[src/rtl/decode_pkg.sv]
// Shared mode constants and the one-hot decode used by the sequenced and dataflow decoders.
// Pure definitions; no state, no latency.
package decode_pkg;

    localparam logic MODE_DIRECT = 1'b0;
    localparam logic MODE_SCAN   = 1'b1;

    localparam int MAX_SEL_W = 6;
    localparam int MAX_OUT   = 2**MAX_SEL_W;

    // Callers size-cast the result down to their own 2**SEL_W lines.
    function automatic logic [MAX_OUT-1:0] onehot(input logic [MAX_SEL_W-1:0] sel);
        logic [MAX_OUT-1:0] v;
        v      = '0;
        v[sel] = 1'b1;
        return v;
    endfunction

endpackage

[src/rtl/tick_gen.sv]
// Scan prescaler: counts 0..PERIOD-1 while run is high; tick marks the terminal count.
// tick is combinational from the count register; no backpressure, clear overrides run.
module tick_gen #(
    parameter int PERIOD = 4
) (
    input  logic clk,
    input  logic rst,
    input  logic run,
    input  logic clear,
    output logic tick
);

    localparam int CNT_W = $clog2(PERIOD + 1);

    logic [CNT_W-1:0] r_cnt;
    logic             w_last;

    assign w_last = (r_cnt == CNT_W'(PERIOD - 1));
    assign tick   = run & w_last;

    always_ff @(posedge clk) begin
        if (rst || clear) begin
            r_cnt <= '0;
        end else if (run) begin
            r_cnt <= w_last ? '0 : r_cnt + CNT_W'(1);
        end
    end

endmodule

[src/rtl/decode_nto2n_seq.sv]
// Registered N-to-2^N decoder with direct load and prescaled scan of the index.
// All outputs one cycle after the deciding edge; no backpressure, enable=0 blanks and freezes.
module decode_nto2n_seq
    import decode_pkg::*;
#(
    parameter int SEL_W      = 2,
    parameter int PERIOD     = 4,
    parameter bit ACTIVE_LOW = 1'b0,
    localparam int N_OUT     = 2**SEL_W
) (
    input  logic             clk,
    input  logic             rst,
    input  logic             enable,
    input  logic             mode,
    input  logic [SEL_W-1:0] sel,
    input  logic             load,
    output logic [N_OUT-1:0] out,
    output logic [SEL_W-1:0] idx,
    output logic             wrap
);

    logic [SEL_W-1:0] r_idx;
    logic [N_OUT-1:0] r_out;
    logic             r_wrap;

    logic             w_run;
    logic             w_clear;
    logic             w_tick;
    logic [SEL_W-1:0] w_idx_nxt;
    logic [N_OUT-1:0] w_dec_sel;
    logic [N_OUT-1:0] w_dec_cur;
    logic [N_OUT-1:0] w_dec_nxt;
    logic [N_OUT-1:0] w_inactive;

    // Prescaler is frozen while blanked, zeroed on load and throughout DIRECT mode.
    assign w_run   = enable & ~load & (mode == MODE_SCAN);
    assign w_clear = enable & (load | (mode == MODE_DIRECT));

    tick_gen #(
        .PERIOD (PERIOD)
    ) u_tick_gen (
        .clk   (clk),
        .rst   (rst),
        .run   (w_run),
        .clear (w_clear),
        .tick  (w_tick)
    );

    assign w_idx_nxt  = r_idx + SEL_W'(1);
    assign w_dec_sel  = N_OUT'(onehot(MAX_SEL_W'(sel)));
    assign w_dec_cur  = N_OUT'(onehot(MAX_SEL_W'(r_idx)));
    assign w_dec_nxt  = N_OUT'(onehot(MAX_SEL_W'(w_idx_nxt)));
    assign w_inactive = ACTIVE_LOW ? {N_OUT{1'b1}} : {N_OUT{1'b0}};

    function automatic logic [N_OUT-1:0] polar(input logic [N_OUT-1:0] v);
        return ACTIVE_LOW ? ~v : v;
    endfunction

    always_ff @(posedge clk) begin
        if (rst) begin
            r_idx  <= '0;
            r_out  <= w_inactive;
            r_wrap <= 1'b0;
        end else if (!enable) begin
            r_out  <= w_inactive;
            r_wrap <= 1'b0;
        end else if (load) begin
            r_idx  <= sel;
            r_out  <= polar(w_dec_sel);
            r_wrap <= 1'b0;
        end else if (w_tick) begin
            r_idx  <= w_idx_nxt;
            r_out  <= polar(w_dec_nxt);
            r_wrap <= &r_idx;
        end else begin
            r_out  <= polar(w_dec_cur);
            r_wrap <= 1'b0;
        end
    end

    assign out  = r_out;
    assign idx  = r_idx;
    assign wrap = r_wrap;

endmodule

[config.mk]
export PLATFORM = sky130hd
export DESIGN_NAME = decode_nto2n_seq
export DESIGN_NICKNAME = d
export VERILOG_FILES = /design/src/rtl/decode_pkg.sv /design/src/rtl/tick_gen.sv /design/src/rtl/decode_nto2n_seq.sv
export SDC_FILE = /design/constraint.sdc
export NUM_CORES = 1
export LEC_CHECK = 0
export CAP_MARGIN = 0
export CORE_MARGIN = 3
export CORE_UTILIZATION = 35
export CTS_BUF_LIST = sky130_fd_sc_hd__clkbuf_4 sky130_fd_sc_hd__clkbuf_8
export CTS_CLUSTER_SIZE = 28
export DETAILED_ROUTE_END_ITERATION = 10
export SLEW_MARGIN = 20
export SYNTH_ARGS = -nofsm -noshare
export SYNTH_HDL_FRONTEND = slang
export SYNTH_SLANG_ARGS = --single-unit
[constraint.sdc]
create_clock -name clk -period 2.76 [get_ports clk]
set_clock_uncertainty 0.1 [all_clocks]
set_input_delay 0.276 -clock clk [delete_from_list [all_inputs] [get_ports clk]]
set_output_delay 0.276 -clock clk [all_outputs]
set_load 0.05 [all_outputs]
# Word-level counts from Yosys, hierarchy flattened
# Index checks and enable logic that the tools add are counted.
[word_totals]
regBits = 10
out_inout_bits = 7
word_cells = 42
[op_classes]
addsub = 2
n_lt_le_gt_ge = 6
n_eq_ne = 1
muxes = 11
bitwise = 9
n_reduce_logical = 9
[op_table]
columns = ["cell", "count"]
rows = [
  ["$lt A2 B7 Y1 const B", 3],
  ["$mux W4", 2],
  ["$demux W1 S2", 3],
  ["$ge A2 B1 Y1 const B", 3],
  ["$and A1 B1 Y1", 4],
  ["$mux W2", 2],
  ["$not A1 Y1", 4],
  ["$reduce_and A2 Y1", 2],
  ["$reduce_or A4 Y1", 1],
  ["$add A3 B1 Y3 const B", 1],
  ["$eq A3 B2 Y1 const B", 1],
  ["$logic_and A1 B1 Y1", 3],
  ["$mux W1", 3],
  ["$mux W3", 1],
  ["$add A2 B1 Y2 const B", 1],
  ["$reduce_bool A2 Y1", 1],
  ["$reduce_or A2 Y1", 1],
  ["$logic_or A1 B1 Y1", 1],
  ["$or A1 B1 Y1", 1],
]

# Depth between registers and ports, before layout
[logic_depth]
ltp_word = 7
ltp_mapped = 4
depth_no_buf = 4

# Modules after synthesis
# Synthesis repeated with hierarchy kept, for this count alone.
[unflattened]
hier_cells = 57
hier_area_um2 = 539.3
[by_module_without_submodules]
columns = ["module", "instances", "cells_per_inst", "area_each_um2", "seq_area_each_um2"]
rows = [
  ["decode_nto2n_seq", 1, 43, 401.6, 140.1],
  ["tick_gen", 1, 14, 137.6, 60.1],
]

# Worst setup path before layout
# Ideal clock, no wire load.
[synth_timing]
path_kind = "reg2reg"
start = "register r_idx[0] (netlist: idx[0])"
end = "register r_idx[1] (netlist: idx[1])"
setup_time_ps = 129
arrival_time_ps = 1387
t_required_ps = 2531
path_slack_ps = 1144
stages_incl_launch_ff = 5
path_buffers = 0
period_less_slack_ps = 1616
cell_sequence = "dfxtp_1 > inv_1 > ha_1 > nor4_1 > a311oi_1"
[synth_via]
elab_chain_cells = 3
[synth_lines]
columns = ["element", "line_no", "source"]
rows = [
  ["from (decl)", "decode_nto2n_seq.sv:22", "logic [SEL_W-1:0] r_idx;"],
  ["from (signal assigned)", "decode_nto2n_seq.sv:68", "r_idx <= sel;"],
  ["from (signal assigned)", "decode_nto2n_seq.sv:72", "r_idx <= w_idx_nxt;"],
  ["$add A2 B1 Y2", "decode_nto2n_seq.sv:49", "assign w_idx_nxt = r_idx + SEL_W'(1);"],
  ["$mux W2", "decode_nto2n_seq.sv:71", "end else if (w_tick) begin"],
  ["$mux W2", "decode_nto2n_seq.sv:67", "end else if (load) begin"],
]
# Every way passes these cells. The select of a mux whose other input is x is not followed.
# A chain may end at the register's enable or synchronous reset.

# Worst setup path after layout
[layout_timing]
start = "register r_idx[0] (netlist: idx[0])"
end = "output port idx[0]"
[layout_rtl]
columns = ["element", "line_no", "source"]
rows = [
  ["to (decl)", "decode_nto2n_seq.sv:18", "output logic [SEL_W-1:0] idx,"],
]
# No word-level cell between the ends.

==> impl_metrics.toml <==
[clocking]
clk_path_buf_depth = 2
h-tree-depth = 1
clk_latency_ps = 280
postCtsSetupBuffers = 0
ctsResizeCount = 0
hold_buffers = 0
cts_buffers = 3
clk_pin_slew_ps = 80
clock_sinks = 10
cts_tree = "yes"
clock-root-buffer = "clkbuf_4"

[route]
via_per_inst = 5.80
drcViolationCount = 0
drtIter0Drc = 10
antenna_left = 0
avgRoutedWirePerCell_um = 13.5
vias = 563
drt_wl_total_um = 1310
drtPass1Iterations = 4

[synth]
ys.flop_type = "dfxtp_1"
synth_cell_types = 29
synth_area_um2 = 568
seq_area_frac_synth_pct = 35.2
syn_nets = 79
synth.avg_cell_area_um2 = 8.48
ys_ff_latch = 10
synth-edff-count = 0
async_reset_ff_share_pct = 0
synthCells = 67
synth_warnings = 0

[floorplanning]
core_um2 = 1420
pin_count = 14
die_width_um = 46.3
start_util_pct = 40.1
chipHeight_um = 46.3
rows = 13
die_area_um2 = 2140

[setup_path]
endpoint_kind = "output pin"
cp_max_fo = 7
cp.arrival_ps = 1590
critPathBufInv = 1
slowest_stage = "clkdlybuf4s50_1"
cp.required_ps = 2380
crit_chain = "clkdlybuf4s50_1"
slowest_delay_ps = 860
critPathLaunch = "idx[0]$_SDFFE_PP0P_"
regToRegStartpoint = "u_tick_gen.r_cnt[0]$_SDFFE_PP0P_"
cp-start-kind = "register"
cpLargestDelayFamily = "buffers and inverters"
worstSetupPathType = "reg2out"

[sta]
rsz0062_at_grt = "no"
timing.slew.headroom_pct = 64.3
period_share_pct = 71.1
drv_slew = 0
final.setup.worst_slack_ps = 797
setup_viol = 0
fin_crit_ps = 1960
tightest_slew_ps = 533
fmax_ghz = 0.509
whs_ps = 406
final_hold_viol_count = 0
finalSetupTns_ps = 0

[final_layout]
layout.cells.non_filler = 97
syn_to_final_growth_pct = 31.1
final_nets = 95
final_util_pct = 52.6
layout-drive-gt1-share_pct = 6.10
antenna_cells = 0
finalInstanceArea_um2 = 744
nFillCells = 142

[power]
leakagePower_nw = 0.274
irDropWorstVdd_mv = 0.295
power_density_nw_per_um2 = 473
totalPowerFinal_mw = 0.352

[flow_run]
drv_cap = 0

[global_routing]
grt_usage_pct = 14.0
antenna_found_initial = 0
grt_overflow_total = 0
grt_pass1_wl_um = 2060
grt_max_degree = 18
grt_pass1_vias = 473

[place]
post-dp-hpwl_um = 950
post-place-ws_ps = 893
gp_congestion = 0.752
portBuffers = 13
dpl_cell_area_um2 = 708
dp_cells = 93

[hold_path]
worstHoldStart = "u_tick_gen.r_cnt[2]$_SDFFE_PP0P_"
hp-class = "reg2reg"

[run_status]
status = "completed"
power by group:
group	switching (mW)	total, mW	internal, mW
clock network	0.0540	0.134	0.0801
registers	0.00378	0.153	0.149
logic	0.0391	0.0653	0.0261
total	0.0969	0.352	0.255
cells by family after synthesis:
family / Yosys count / synth area share, %
adder cells (fa/ha/maj): 5 / 11.0
AO/OA/AOI/OAI: 23 / 25.8
multiplexers: 1 / 1.76
buffers and inverters: 8 / 5.50
flip-flops: 10 / 35.2
AND/OR/NAND/NOR: 20 / 20.7
layout by cell type (no fill, tap or decap), drive strengths merged, types with 4 or more instances in the layout:
cell type	n
a21oi	5
nor2b	4
o21ai	4
clkdlybuf4s50	13
inv	6
clkbuf	4
o211ai	4
o22ai	4
dfxtp	10
ha	5
cells in the mapped netlist, types with 2 or more instances:
cell / n / share of area, %
nor2b_1: 4 / 4.4
o211ai_1: 4 / 5.3
nor2_1: 3 / 2.0
a31oi_1: 2 / 2.2
a21oi_1: 5 / 4.4
o22ai_1: 4 / 4.4
nand2_1: 2 / 1.3
dfxtp_1: 10 / 35
inv_1: 5 / 3.3
nand3b_1: 2 / 2.6
ha_1: 5 / 11
o21ai_0: 4 / 3.5
sequential cells by signal (all words and copies together), names as in the netlist:
name	count
idx	2
out	4
u_tick_gen.r_cnt	3
wrap	1
final cells by class:
| type | count | area [µm²] | area share (%) |
|---|---|---|---|
| inverters | 6 | 22.5 | 3.03 |
| multi-input cells | 49 | 337 | 45.2 |
| well taps | 15 | 18.8 | 2.52 |
| repair buffers | 13 | 130 | 17.5 |
| flip-flops and latches | 10 | 200 | 26.9 |
| clock buffers | 4 | 36.3 | 4.87 |
metal layers:
| layer | vias to the layer above | part of all wire, % | track usage (%) | routed length [µm] |
|---|---|---|---|---|
| li1 | 283 | - | - | - |
| met1 | 250 | 45 | 16.7 | 592 |
| met2 | 26 | 45 | 21.4 | 585 |
| met3 | 4 | 8.2 | 5.86 | 107 |
| met4 | 0 | 1.6 | 6.82 | 21 |
| met5 | - | 0 | 0 | 0 |
final timing paths:
path,depth (start not counted),endpoint,slack (ps)
worst min register to register,1,u_tick_gen.r_cnt[2]$_SDFFE_PP0P_,410
worst max register to register,4,idx[0]$_SDFFE_PP0P_,1320
worst max-delay path,1,idx[0],800
worst min-delay path,1,u_tick_gen.r_cnt[2]$_SDFFE_PP0P_,410
Power figures use the tool's default switching activity.
